===== src/rtl/pg_pkg.sv =====
// -----------------------------------------------------------------------------
// pg_pkg
// Shared definitions for the pattern generator: playback state encoding,
// bit positions inside a pattern word and the "released" line value.
// -----------------------------------------------------------------------------
package pg_pkg;

    typedef enum logic [1:0] {
        ST_IDLE  = 2'd0,
        ST_FETCH = 2'd1,
        ST_RUN   = 2'd2,
        ST_FIN   = 2'd3
    } pg_state_e;

    // Pattern word layout
    localparam int SCL_LSB  = 0;   // [2:0]  line enables
    localparam int FLAG_BIT = 30;  // [30]   input-expecting flag
    localparam int LAST_BIT = 31;  // [31]   last-word marker

    // All three lines released (open-drain: 1 = not driven)
    localparam logic [2:0] SCL_RELEASED = 3'b111;

endpackage


===== src/rtl/pg_pattern_ram.sv =====
// -----------------------------------------------------------------------------
// pg_pattern_ram
// Simple dual-port pattern buffer: one write port, one synchronous read port
// with one cycle of latency. Contents have no reset so the array maps onto
// block RAM and survives a logic reset.
//
// Ports:
//   clk        clock
//   i_wr_en    write strobe
//   i_wr_addr  write address
//   i_wr_data  write data
//   i_rd_addr  read address (registered on the rising edge)
//   o_rd_data  read data, valid the cycle after the address is presented
// -----------------------------------------------------------------------------
module pg_pattern_ram #(
    parameter int DEPTH = 64,
    parameter int AW    = $clog2(DEPTH)
) (
    input  logic          clk,
    input  logic          i_wr_en,
    input  logic [AW-1:0] i_wr_addr,
    input  logic [31:0]   i_wr_data,
    input  logic [AW-1:0] i_rd_addr,
    output logic [31:0]   o_rd_data
);

    logic [31:0] r_mem [DEPTH];
    logic [31:0] r_rd_data;

    always_ff @(posedge clk) begin
        if (i_wr_en) begin
            r_mem[i_wr_addr] <= i_wr_data;
        end
        r_rd_data <= r_mem[i_rd_addr];
    end

    assign o_rd_data = r_rd_data;

endmodule


===== src/rtl/pattern_gen_scl.sv =====
// -----------------------------------------------------------------------------
// pattern_gen_scl
// Plays a stored sequence of 32-bit pattern words onto three open-drain
// lines. Each word is held for clk_div+1 clocks; pg_clk strobes on the first
// cycle of every word. Playback ends after num_words words or after the first
// word carrying the last-word marker, then pulses done.
//
// Optional feature (macro PG_CAPTURE_EN): captures scl_in[0] in the last
// cycle of every step whose flag bit is set, into cap_data (LSB first,
// saturating at 32 samples) with the sample count on cap_cnt.
//
// Ports:
//   clk, rst          clock, synchronous active-high reset
//   wr_en/addr/data   pattern buffer write port (ignored while busy)
//   start, stop       begin / abort playback pulses (stop wins)
//   num_words         words to play (clamped to DEPTH), latched at start
//   clk_div           step length minus one, latched at start
//   busy, done        playback active / one-cycle completion pulse
//   pg_clk            one-cycle strobe when a new word is presented
//   pg_scl, pg_bit30  current word line enables and flag
//   scl_in            sampled line levels (used only with capture)
//   cap_data, cap_cnt capture result (PG_CAPTURE_EN only)
// -----------------------------------------------------------------------------
module pattern_gen_scl
    import pg_pkg::*;
#(
    parameter int DEPTH = 64,
    parameter int DIV_W = 16,
    localparam int AW   = $clog2(DEPTH)
) (
    input  logic             clk,
    input  logic             rst,
    input  logic             wr_en,
    input  logic [AW-1:0]    wr_addr,
    input  logic [31:0]      wr_data,
    input  logic             start,
    input  logic             stop,
    input  logic [AW:0]      num_words,
    input  logic [DIV_W-1:0] clk_div,
    output logic             busy,
    output logic             done,
    output logic             pg_clk,
    output logic [2:0]       pg_scl,
    output logic             pg_bit30,
    input  logic [2:0]       scl_in
`ifdef PG_CAPTURE_EN
    ,
    output logic [31:0]      cap_data,
    output logic [5:0]       cap_cnt
`endif
);

    localparam logic [AW:0] NUM_MAX = (AW+1)'(DEPTH);

    pg_state_e        r_state, r_state_next;
    logic [AW-1:0]    r_idx, r_idx_next;
    logic [AW:0]      r_num, r_num_next;
    logic [DIV_W-1:0] r_div, r_div_next;
    logic [DIV_W-1:0] r_div_cnt, r_div_cnt_next;
    logic             r_last, r_last_next;
    logic             r_busy, r_busy_next;
    logic             r_done, r_done_next;
    logic             r_pg_clk, r_pg_clk_next;
    logic [2:0]       r_pg_scl, r_pg_scl_next;
    logic             r_pg_bit30, r_pg_bit30_next;

    logic [31:0]      w_rd_data;
    logic [AW-1:0]    w_rd_addr;
    logic             w_start_ok;
    logic [AW:0]      w_num_clamped;

    assign w_start_ok    = (r_state == ST_IDLE) && start && !stop;
    assign w_num_clamped = (num_words > NUM_MAX) ? NUM_MAX : num_words;

    // The RAM registers the address of the word that follows the one about
    // to be shown, so it is already on w_rd_data when the current step ends,
    // even for one-cycle steps.
    assign w_rd_addr = (r_state_next == ST_FETCH) ? '0 : r_idx_next + AW'(1);

    pg_pattern_ram #(
        .DEPTH (DEPTH),
        .AW    (AW)
    ) u_ram (
        .clk       (clk),
        .i_wr_en   (wr_en && !r_busy),
        .i_wr_addr (wr_addr),
        .i_wr_data (wr_data),
        .i_rd_addr (w_rd_addr),
        .o_rd_data (w_rd_data)
    );

    always_comb begin
        r_state_next    = r_state;
        r_idx_next      = r_idx;
        r_num_next      = r_num;
        r_div_next      = r_div;
        r_div_cnt_next  = r_div_cnt;
        r_last_next     = r_last;
        r_busy_next     = r_busy;
        r_done_next     = 1'b0;
        r_pg_clk_next   = 1'b0;
        r_pg_scl_next   = r_pg_scl;
        r_pg_bit30_next = r_pg_bit30;

        case (r_state)
            ST_IDLE: begin
                if (w_start_ok) begin
                    r_state_next = ST_FETCH;
                    r_busy_next  = 1'b1;
                    r_idx_next   = '0;
                    r_num_next   = w_num_clamped;
                    r_div_next   = clk_div;
                end
            end
            ST_FETCH: begin
                if (r_num == '0) begin
                    // Nothing to play: finish without ever driving the lines.
                    r_state_next = ST_FIN;
                    r_busy_next  = 1'b0;
                    r_done_next  = 1'b1;
                end else begin
                    r_state_next    = ST_RUN;
                    r_pg_clk_next   = 1'b1;
                    r_pg_scl_next   = w_rd_data[SCL_LSB +: 3];
                    r_pg_bit30_next = w_rd_data[FLAG_BIT];
                    r_div_cnt_next  = r_div;
                    r_last_next     = w_rd_data[LAST_BIT] || (r_num == (AW+1)'(1));
                end
            end
            ST_RUN: begin
                if (r_div_cnt != '0) begin
                    r_div_cnt_next = r_div_cnt - DIV_W'(1);
                end else if (r_last) begin
                    r_state_next    = ST_FIN;
                    r_busy_next     = 1'b0;
                    r_done_next     = 1'b1;
                    r_pg_scl_next   = SCL_RELEASED;
                    r_pg_bit30_next = 1'b0;
                end else begin
                    r_idx_next      = r_idx + AW'(1);
                    r_pg_clk_next   = 1'b1;
                    r_pg_scl_next   = w_rd_data[SCL_LSB +: 3];
                    r_pg_bit30_next = w_rd_data[FLAG_BIT];
                    r_div_cnt_next  = r_div;
                    r_last_next     = w_rd_data[LAST_BIT] ||
                                      (({1'b0, r_idx_next} + (AW+1)'(1)) == r_num);
                end
            end
            ST_FIN: begin
                r_state_next = ST_IDLE;
            end
            default: begin
                r_state_next = ST_IDLE;
            end
        endcase

        // Abort: back to IDLE with the lines released and no done pulse.
        if (stop && r_busy) begin
            r_state_next    = ST_IDLE;
            r_busy_next     = 1'b0;
            r_done_next     = 1'b0;
            r_pg_clk_next   = 1'b0;
            r_pg_scl_next   = SCL_RELEASED;
            r_pg_bit30_next = 1'b0;
        end
    end

    always_ff @(posedge clk) begin
        if (rst) begin
            r_state    <= ST_IDLE;
            r_idx      <= '0;
            r_num      <= '0;
            r_div      <= '0;
            r_div_cnt  <= '0;
            r_last     <= 1'b0;
            r_busy     <= 1'b0;
            r_done     <= 1'b0;
            r_pg_clk   <= 1'b0;
            r_pg_scl   <= SCL_RELEASED;
            r_pg_bit30 <= 1'b0;
        end else begin
            r_state    <= r_state_next;
            r_idx      <= r_idx_next;
            r_num      <= r_num_next;
            r_div      <= r_div_next;
            r_div_cnt  <= r_div_cnt_next;
            r_last     <= r_last_next;
            r_busy     <= r_busy_next;
            r_done     <= r_done_next;
            r_pg_clk   <= r_pg_clk_next;
            r_pg_scl   <= r_pg_scl_next;
            r_pg_bit30 <= r_pg_bit30_next;
        end
    end

    assign busy     = r_busy;
    assign done     = r_done;
    assign pg_clk   = r_pg_clk;
    assign pg_scl   = r_pg_scl;
    assign pg_bit30 = r_pg_bit30;

    // Word bits that carry no meaning for playback.
    logic w_unused_bits;
    assign w_unused_bits = ^w_rd_data[FLAG_BIT-1:SCL_LSB+3];

`ifdef PG_CAPTURE_EN
    logic [31:0] r_cap_data;
    logic [5:0]  r_cap_cnt;
    logic        w_cap_sample;

    // Last cycle of a flagged step that is not being aborted.
    assign w_cap_sample = (r_state == ST_RUN) && !stop && (r_div_cnt == '0) && r_pg_bit30;

    always_ff @(posedge clk) begin
        if (rst || w_start_ok) begin
            r_cap_data <= '0;
            r_cap_cnt  <= '0;
        end else if (w_cap_sample && (r_cap_cnt < 6'd32)) begin
            r_cap_data[r_cap_cnt[4:0]] <= scl_in[0];
            r_cap_cnt                  <= r_cap_cnt + 6'd1;
        end
    end

    assign cap_data = r_cap_data;
    assign cap_cnt  = r_cap_cnt;

    logic w_unused_scl;
    assign w_unused_scl = ^scl_in[2:1];
`else
    logic w_unused_scl;
    assign w_unused_scl = ^scl_in;
`endif

endmodule


===== config.mk =====
export PLATFORM = sky130hd
export DESIGN_NAME = pattern_gen_scl
export DESIGN_NICKNAME = d
export VERILOG_FILES = /design/src/rtl/pg_pkg.sv /design/src/rtl/pg_pattern_ram.sv /design/src/rtl/pattern_gen_scl.sv
export SDC_FILE = /design/constraint.sdc
export NUM_CORES = 1
export LEC_CHECK = 0
export BUFFER_PORTS_ARGS = -buffer_cell sky130_fd_sc_hd__buf_2
export CORE_UTILIZATION = 45
export CTS_CLUSTER_DIAMETER = 100
export CTS_CLUSTER_SIZE = 16
export DETAILED_ROUTE_END_ITERATION = 8
export HOLD_SLACK_MARGIN = 0.02
export SYNTH_ARGS = -nofsm -noshare
export SYNTH_HDL_FRONTEND = slang
export SYNTH_SLANG_ARGS = --single-unit

===== constraint.sdc =====
create_clock -name clk -period 10.6 [get_ports clk]
set_input_delay 0 -clock clk [delete_from_list [all_inputs] [get_ports clk]]
set_output_delay 0 -clock clk [all_outputs]
set_load 0.05 [all_outputs]

## Word level (Yosys, flattened, before mapping)

Memories as Yosys holds them, arrays and structs flattened. A register that Yosys moved wholly into a read port is not among the register bits.
Index checks and enable logic that the tools add are counted.

- Add/sub/neg operators: 4
- $lt $le $gt $ge: 1
- Equal/unequal tests: 12
- Muxes and demuxes: 43
- Reductions and logical operators: 18

Operators with widths:

| cell | count |
|---|---|
| $mux 16 | 3 |
| $pmux 16 s2 | 1 |
| $mux 6 | 4 |
| $mux 1 | 19 |
| $reduce_bool 16->1 | 1 |
| $sub 16x1->16 const B | 1 |
| $add 6x1->6 const B | 2 |
| $pmux 6 s2 | 1 |
| $ne 2x2->1 const B | 5 |
| $mux 3 | 3 |
| $mux 2 | 4 |
| $pmux 1 s2 | 4 |
| $pmux 2 s4 | 1 |
| $add 6x1->7 const B | 1 |
| $eq 7x1->1 const B | 1 |
| $eq 7x7->1 | 1 |
| $gt 7x7->1 const B | 1 |
| $logic_not 7->1 | 1 |
| $mux 7 | 1 |
| $pmux 3 s2 | 1 |
| $reduce_and 3->1 | 2 |
| $reduce_and 5->1 | 1 |
| $eq 2x1->1 const B | 2 |
| $eq 2x2->1 const B | 2 |
| other kinds (10) | 15 |

- Register bits after elaboration: 55
- Memory bits (writable): 2048
- Bits of input ports: 69
- Output and inout bits: 7
- Word-level logic and storage cells: 90
- Memories: 1

Memories:

| name | depth | width | rd ports | clocked after Yosys merged registers in | write ports | line | text |
|---|---|---|---|---|---|---|---|
| u_ram.r_mem | 64 | 32 | 1 | 1 | 1 | pg_pattern_ram.sv:27 | `logic [31:0] r_mem [DEPTH];` |

## Logic depth before layout (Yosys ltp)

Gate-level depths: netlist of run 1.

- Word-level depth: 8
- Depth in mapped cells: 21
- Gate-level depth less buffers: 17

## Modules after synthesis

From an unflattened synthesis of run 1, not the netlist that was laid out.

- Cells, all modules: 3738
- Area total of the unflattened synthesis: 81634.5 um^2

By module, submodules not included:

| module | times used | cells an instance | area each (um^2) | sequential area each (um^2) |
|---|---|---|---|---|
| pg_pattern_ram | 1 | 3324 | 78515.3 | 62139.6 |
| pattern_gen_scl | 1 | 414 | 3119.2 | 1101.1 |

## Worst setup path before layout of run 1

No wires, ideal clock.

- Kind: reg2reg
- From: register r_div_cnt[0]
- To: register u_ram.r_rd_data[0] (netlist: u_ram.o_rd_data[0]), read port of u_ram.r_mem
- Library setup time: 62 ps
- Data arrival time: 4848 ps
- Required time: 10538 ps
- Setup slack: 5690 ps
- Stages on the path, launching flop included: 22
- Buffers on the path: 5
- Clock period less this slack: 4910 ps
- Cells stage by stage: dfxtp_1 inv_1 ha_1 or4b_1 nor4_1 mux2_2 and3_1 inv_2 buf_1 buf_1 ha_1 clkbuf_1 and3b_1 nand2_1 clkbuf_1 clkbuf_1 nor2_1 a311oi_1 a21oi_1 a32oi_1 a22oi_1 nand3_1

- Elaborated cells on any way between the ends: 9
- Those cells by class: add/sub (1); eq/ne (1); mux (6); reduce/logical (1)

RTL lines:

| element | line | text |
|---|---|---|
| start: declaration | pattern_gen_scl.sv:59 | `logic [DIV_W-1:0] r_div_cnt, r_div_cnt_next;` |
| start signal: assignment | pattern_gen_scl.sv:186 | `r_div_cnt <= r_div_cnt_next;` |
| $reduce_bool 16->1 | pattern_gen_scl.sv:131 | `if (r_div_cnt != '0) begin` |
| $mux 6 | pattern_gen_scl.sv:131 |  |
| $pmux 6 s2 | pattern_gen_scl.sv:105 | `case (r_state)` |
| via r_idx_next[0] | pattern_gen_scl.sv:56 | `logic [AW-1:0] r_idx, r_idx_next;` |
| $add 6x1->6 | pattern_gen_scl.sv:78 | `assign w_rd_addr = (r_state_next == ST_FETCH) ? '0 : r_idx_next + AW'(1);` |
| $mux 6 | pattern_gen_scl.sv:78 |  |
| end: declaration | pg_pattern_ram.sv:28 | `logic [31:0] r_rd_data;` |

The timed path passes the listed nets, and every way through them passes these cells.
A chain may end at the register's enable or synchronous reset.

## Worst setup path after layout of run 1

- From: register r_state[0]
- To: register u_ram.r_rd_data[0] (netlist: u_ram.o_rd_data[0]), read port of u_ram.r_mem

- Cells in the longest elaborated chain, start to end: 8
- Elaborated cells on any way between the ends: 16
- Those cells by class: add/sub (1); eq/ne (4); mux (8); reduce/logical (3)

Ends and longest elaborated chain:

| element | line | text |
|---|---|---|
| start: declaration | pattern_gen_scl.sv:55 | `pg_state_e r_state, r_state_next;` |
| start signal: assignment | pattern_gen_scl.sv:182 | `r_state <= r_state_next;` |
| branches (longest 7 deep; another with $add 6x1->6) | - |  |
| $mux 6 * | pattern_gen_scl.sv:78 |  |

Mark *: on every way between the ends.

==> results of run 1 <==
==> per-stage QoR <==
stage / setup WS, ns / power, mW / cells / hold WS [ns]
2_1_floorplan: 5.69 / 2.83 / 1407 / 0.0989
3_3_place_gp: 5.02 / 3.33 / 1841 / 0.241
3_5_place_dp: 5.00 / 3.35 / 1841 / 0.245
4_1_cts: 4.95 / 4.35 / 1905 / 0.0367
5_1_grt: 4.60 / 4.56 / 1905 / 0.0820
6_report: 5.00 / 4.33 / 1905 / 0.0628
==> routing by layer <==
layer	vias up	part of all wire
met4	0	0.019
met5	-	0
met2	356	0.46
li1	5277	-
met1	5464	0.45
met3	57	0.065
==> worst paths after layout <==
| check | from | cells past startpoint | end |
|---|---|---|---|
| max | r_state[0]$_SDFF_PP0_ | 17 | u_ram.o_rd_data[0]$_DFF_P_ |
| min | rst | 2 | r_idx[3]$_SDFF_PP0_ |
| max reg2reg | r_state[0]$_SDFF_PP0_ | 17 | u_ram.o_rd_data[0]$_DFF_P_ |
| min reg2reg | r_div[8]$_SDFFE_PP0P_ | 2 | r_div[8]$_SDFFE_PP0P_ |
==> where the power goes <==
group | internal, mW | switching (mW)
logic | 0.463 | 1.15
registers | 1.67 | 0.0463
clock network | 0.497 | 0.508
total | 2.63 | 1.70
==> worst max-delay path, stage by stage, from the launching register on <==
cell      delay (ns)
dfxtp_1         0.35
inv_1           0.13
ha_1            0.70
nand2b_1        0.34
nand2b_1        0.23
mux2_2          0.32
and3_2          0.39
inv_2           0.11
ha_2            0.27
and3b_1         0.29
nand2_2         0.42
buf_4           0.51
nor2_1          0.17
a311oi_1        0.08
nor3_1          0.38
a211oi_1        0.14
a211oi_1        0.33
nand3_1         0.22
==> cell usage after synthesis, drive strengths merged (14+ instances only) <==
library cell  instances
dfxtp                60
a22oi                14
mux2i                26
nor2                180
nand2               262
a31oi                46
edfxtp              320
buf                  27
a32oi                19
nor3                 26
a211oi               19
a311oi               31
clkbuf               63
inv                  14
o21ai                35
nand3                33
a21oi                59
==> cells by family (layout without fill, tap and decap cells) <==
kind of cell | count (synthesis) | count (layout) | share of synthesized area
buffers and inverters | 104 | 141 | 0.0268
XOR/XNOR | 16 | 16 | 0.00857
multiplexers | 31 | 31 | 0.0194
adder cells (fa/ha/maj) | 11 | 11 | 0.00842
AND/OR/NAND/NOR | 585 | 585 | 0.156
flip-flops | 380 | 380 | 0.661
AO/OA/AOI/OAI | 280 | 280 | 0.120
==> timing repair <==
action / CTS / global route
hold buffers: 25 / 0
setup endpoints to repair: 0 / 0
endpoints found under the hold margin: 32 / 0
==> registers in the layout, indices dropped and copies added (netlist names) <==
| name | count |
|---|---|
| r_div_cnt | 16 |
| r_idx | 6 |
| r_div | 16 |
| done | 1 |
| r_num | 7 |
| pg_scl | 3 |
| pg_bit30 | 1 |
| u_ram.r_mem | 320 |
| r_last | 1 |
| u_ram.o_rd_data | 5 |
| r_state | 2 |
| pg_clk | 1 |
| busy | 1 |
==> area by class of cell <==
type | count | area share
Sequential cell | 380 | 0.602
Multi-Input combinational cell | 923 | 0.285
Clock buffer | 36 | 0.0418
Timing Repair Buffer | 88 | 0.0340
Tap cell | 461 | 0.0321
Inverter | 14 | 0.00292
Clock inverter | 3 | 0.00223
==> reports/metrics.csv, run 1 <==
stage;metric;value;unit
status;status;finished with violations;
status;failing checks;design-rule violations;
clock_network;Post-CTS Setup Bufs;0;
logic_synthesis;cell taking the most area after synthesis;edfxtp_1;
final_layout;final instance area;0.0180;mm^2
route;WL final;40600;um
global_route;first-pass GRT wire length;62300;um
worst_setup_path;Critical Path End Type;flop;
clock_network;Post-CTS Resized;0;
logic_synthesis;Yosys cell types;71;
logic_synthesis;async set or reset register ratio after synthesis;0;
route;Remaining DRCs;12;
final_layout;# fillers;3147;
logic_synthesis;synth top area cells;edfxtp_1 59%, dfxtp_1 7.3%, nand2_1 6.0%, nor2_1 4.1%, a21oi_1 1.8%;
final_layout;most frequent cells in the layout;320 x edfxtp_1, 261 x nand2_1, 178 x nor2_1;
floorplanning;boundary pin count;76;
logic_synthesis;yosys warns;0;
global_route;vias in the first global route;10600;
floorplanning;row count;69;
route;post-DR wirelength/cell;21.3;um
global_route;busiest grt layer;met2;
place;IO buf count;45;
timing;Slew HR;0.264;
logic_synthesis;post-synthesis register bit count;380;
timing;Tcrit/Tclk final;0.529;
global_route;grt ovf;0;
global_route;Total Routing Usage GR;0.222;
floorplanning;Placeable Area;0.0357;mm^2
logic_synthesis;post-synthesis sequential area ratio;0.661;
route;DR vias/cell;5.86;
timing;Slew Limit Fails;0;
clock_network;htree depth;1;
place;dpl hpwl;23700;um
worst_setup_path;arrival time at the worst endpoint;6.01;ns
global_route;largest net degree at the start of global routing;81;
timing;RSZ-0062 raised after global routing;no;
timing;clock period minus worst slack;5.60;ns
power_and_ir_drop;peak supply drop;0.232;mV
logic_synthesis;post-synth net total;1487;
route;Vias;11200;
worst_setup_path;Startpoint Class;flop;
worst_setup_path;critical path class;flop to flop;
clock_network;clk_lat worst skew;0.59;ns
route;DR iter-0 viols;1008;
final_layout;share of layout cells above drive strength 1;0.0838;
timing;Final Hold Fails;0;
timing;final setup violating endpoints;0;
final_layout;nets;1515;
worst_setup_path;Worst Path Required;11.00;ns
floorplanning;initial core utilization;0.458;
run;max_cap viols;0;
clock_network;clock slew at reported path FFs;0.08;ns
global_route;initial antenna violation count;0;
route;Routed Antenna Nets;0;
clock_network;root buffer cell;clkbuf_16;
global_route;met2 Use GR;0.357;
floorplanning;Die X;193;um
logic_synthesis;Mapped Avg Cell Area;11.6;um^2
floorplanning;die area;0.0371;mm^2
logic_synthesis;EDFF count, synth;320;
timing;Final TNS setup;0;ns
clock_network;clock sink count;380;
power_and_ir_drop;power per cell area;241;mW/mm^2
timing;Slew @ Worst Pin;1.10;ns
clock_network;TritonCTS clock tree;done;
logic_synthesis;Yosys top cell area share;0.588;
logic_synthesis;Syn Inst Count;1407;
global_route;grt met3 use;0.0415;
logic_synthesis;Synth Flop Type;edfxtp_1;
timing;clk_skew;0.0153;ns
final_layout;register area;0.0108;mm^2
route;drt pass-1 iters;8;
timing;max frequency;178;MHz
final_layout;commonest non-fill, non-tap cell in the layout;edfxtp_1;
power_and_ir_drop;P_leak;5.81;nW
final_layout;ant diodes;0;
clock_network;TritonCTS Buffers;28;
logic_synthesis;Syn Std Cell Area;0.0163;mm^2
final_layout;Multi-input gate area;0.00513;mm^2
place;dpl cell area;0.0169;mm^2
global_route;met1 Use GR;0.311;
floorplanning;Die H;193;um
worst_setup_path;FF-to-FF setup slack;5.00;ns
clock_network;Clock Path Buffers;3;
final_layout;final core utilization;0.504;
min_path;Hold Path Class;input port to flop;
final_layout;area grow syn2layout;9.94;%
worst_setup_path;CP max FO;48;
place;Final Wtd Congestion;0.833;
No activity file was read; power rests on OpenSTA's default activity.
==> run 2: changes to the inputs <==
==> constraint.sdc (replaced) <==
create_clock -name clk -period 4.9 [get_ports clk]
set_input_delay 0 -clock clk [delete_from_list [all_inputs] [get_ports clk]]
set_output_delay 0 -clock clk [all_outputs]
set_load 0.05 [all_outputs]
==> run 2 against run 1 <==
  * The flow still finishes with violations (design-rule violations)
  * Design area is 1.1% higher
  * First-iteration DRC count is 7.1% lower
  * Clock power increased by 120%
  * Via count is 0.81% higher
  * Critical path type unchanged
  * Critical endpoint is now u_ram.o_rd_data[30]$_DFF_P_
  * Largest power group unchanged
==> reports/metrics.csv, run 2 (synthesis gave the netlist of run 1 again) <==
stage;metric;value;unit
timing;clk_skew;0.0169;ns
timing;Final TNS setup;0;ns
timing;Slew @ Worst Pin;1.21;ns
timing;final setup violating endpoints;0;
final_layout;final instance area;0.0182;mm^2
place;IO buf count;45;
final_layout;area grow syn2layout;11.2;%
global_route;vias in the first global route;10700;
global_route;largest net degree at the start of global routing;81;
power_and_ir_drop;Psw;3.71;mW
clock_network;TritonCTS clock tree;done;
final_layout;Regs by FF count;u_ram.r_mem (320), r_div (16), r_div_cnt (16);
global_route;Total Routing Usage GR;0.224;
worst_setup_path;arrival time at the worst endpoint;4.93;ns
power_and_ir_drop;combinational power share;0.384;
floorplanning;Die X;193;um
timing;worst setup margin;0.417;ns
route;Routed Antenna Nets;0;
final_layout;commonest non-fill, non-tap cell in the layout;edfxtp_1;
route;Remaining DRCs;10;
power_and_ir_drop;sequential power share;0.388;
worst_setup_path;Worst Path Buf+Inv;4;
route;DR vias/cell;5.82;
power_and_ir_drop;Sw Share;0.389;
clock_network;clock slew at reported path FFs;0.07;ns
timing;max frequency;223;MHz
final_layout;most frequent cells in the layout;320 x edfxtp_1, 261 x nand2_1, 178 x nor2_1;
final_layout;# fillers;3113;
worst_setup_path;Startpoint Class;flop;
final_layout;ant diodes;0;
worst_setup_path;Critical Path End Type;flop;
worst_setup_path;Slowest cell on crit path;or4b_1;
clock_network;Clock Path Buffers;3;
place;dpl hpwl;24600;um
min_path;Hold Path Origin;rst;
route;Vias;11200;
worst_setup_path;CP max FO;39;
min_path;Hold Path Class;input port to flop;
timing;RSZ-0062 raised after global routing;no;
timing;clock period minus worst slack;4.48;ns
floorplanning;row count;69;
power_and_ir_drop;Clock power frac;0.228;
timing;Slew HR;0.190;
global_route;initial antenna violation count;0;
worst_setup_path;critical path class;flop to flop;
clock_network;clk_lat worst skew;0.57;ns
worst_setup_path;FF-to-FF setup slack;0.42;ns
run;max_cap viols;0;
min_path;hold path depth;2;
power_and_ir_drop;Int Pwr;5.84;mW
final_layout;nets;1530;
timing;Final Hold Fails;0;
floorplanning;boundary pin count;76;
floorplanning;Die H;193;um
status;failing checks;design-rule violations;
timing;Slew Limit Fails;0;
clock_network;clock sink count;380;
clock_network;TritonCTS Buffers;27;
floorplanning;Placeable Area;0.0357;mm^2
power_and_ir_drop;P_leak;5.89;nW
floorplanning;initial core utilization;0.458;
power_and_ir_drop;Design Power;9.54;mW
worst_setup_path;critical-path cell list;inv_1 > ha_1 > or4b_1 > nor4_2 > buf_4 > mux2_2 > and3_2 > inv_2 > ha_2 > and3b_1 > nand2_2 > buf_12 > nor2_1 > a311oi_1 > nor3_1 > o22ai_1 > a22oi_1 > nand3_1;
clock_network;root buffer cell;clkbuf_16;
worst_setup_path;Worst Reg-to-Reg Cells;18;
min_path;worst hold endpoint;r_div_cnt[2]$_SDFFE_PP0P_;
power_and_ir_drop;power per cell area;525;mW/mm^2
status;status;finished with violations;
clock_network;htree depth;1;
worst_setup_path;R2R Path Start;r_div_cnt[0]$_SDFFE_PP0P_;
final_layout;max reg flops;320;
global_route;first-pass GRT wire length;62600;um
final_layout;share of layout cells above drive strength 1;0.0884;
final_layout;Largest Register;u_ram.r_mem;
worst_setup_path;Worst Path Required;5.35;ns
timing;Tcrit/Tclk final;0.915;
clock_network;Post-CTS Setup Bufs;0;
timing;WHS;0.0672;ns
route;drt pass-1 iters;7;
floorplanning;die area;0.0371;mm^2
place;Final Wtd Congestion;0.850;
worst_setup_path;Top delay family on crit path;simple AND/OR/NAND/NOR gates;
global_route;grt ovf;0;
route;DR iter-0 viols;936;
route;post-DR wirelength/cell;21.2;um
worst_setup_path;CP max stage delay;0.56;ns
place;Setup WS pre-CTS;0.473;ns
route;WL final;41000;um
power_and_ir_drop;peak supply drop;0.371;mV
place;dpl cell area;0.0171;mm^2
worst_setup_path;worst r2r dst;u_ram.o_rd_data[30]$_DFF_P_;
==> run 2: cell count changes in the layout (fill, tap and decap cells not counted), sizes merged, moves of 2 or more <==
cell | before | now
clkbuf | 36 | 48
dlygate4sd3 | 25 | 30
clkinv | 2 | 0
buf | 63 | 74
==> run 2: layout make-up <==
class | instances | area, um^2 | area share
clock buffer | 48 | 754 | 0.0415
clock inverter | 2 | 38.8 | 0.00213
inverter | 14 | 52.6 | 0.00289
multi-input combinational | 923 | 5130 | 0.283
sequential | 380 | 10800 | 0.595
tap | 461 | 577 | 0.0317
timing repair buffer | 104 | 806 | 0.0443
==> run 2: worst reg2reg max path, delay by kind of cell (launching register included) <==
family	cells	cell delay, ns
flops	1	0.34
mux	1	0.37
simple gates	8	2.09
buf+inv	4	0.56
fa+ha+maj	2	0.45
compound gates	3	0.57
==> run 2: worst max path at each step <==
| stage | start | to | slack (ns) | cells after the start |
|---|---|---|---|---|
| 5_1_grt | r_div_cnt[0]$_SDFFE_PP0P_ | u_ram.o_rd_data[30]$_DFF_P_ | 0.25 | 17 |
| 3_5_place_dp | r_div_cnt[0]$_SDFFE_PP0P_ | u_ram.o_rd_data[30]$_DFF_P_ | 0.47 | 15 |
| 4_1_cts | r_div_cnt[0]$_SDFFE_PP0P_ | u_ram.o_rd_data[30]$_DFF_P_ | 0.44 | 15 |
| 3_3_place_gp | r_div_cnt[0]$_SDFFE_PP0P_ | u_ram.o_rd_data[30]$_DFF_P_ | 0.51 | 15 |
| 6_report | r_div_cnt[0]$_SDFFE_PP0P_ | u_ram.o_rd_data[30]$_DFF_P_ | 0.42 | 18 |
| 2_1_floorplan | r_div_cnt[0]$_SDFFE_PP0P_ | u_ram.o_rd_data[0]$_DFF_P_ | 0.12 | 21 |
==> run 2: what timing repair did <==
item                                    4_1_cts  5_1_grt
hold endpoints to repair                     32        0
endpoints found under the setup margin        0        0
gates resized for setup                       0        0
hold buffers                                 30        0
==> run 2: power by group through the flow <==
stage,Clock [mW],Combinational (mW),Sequential [mW]
floorplan,0,2.35,3.78
global placement,0,3.59,3.78
detailed placement,0,3.64,3.78
CTS,2.22,3.67,3.70
global route,2.33,3.99,3.72
finish,2.18,3.66,3.71
==> run 2: metrics by stage <==
| step | instances | utilization |
|---|---|---|
| floorplan | 1407 | - |
| global placement | 1852 | 0.479 |
| detailed placement | 1852 | 0.479 |
| CTS | 1932 | 0.510 |
| global route | 1932 | 0.510 |
| finish | 1932 | 0.510 |
==> run 2: per-layer routing <==
| layer | global-route usage | up-vias | part of all wire |
|---|---|---|---|
| met5 | 0 | - | 0 |
| met1 | 0.316 | 5507 | 0.45 |
| li1 | - | 5301 | - |
| met4 | 0.0618 | 0 | 0.024 |
| met3 | 0.0422 | 58 | 0.068 |
| met2 | 0.354 | 378 | 0.46 |
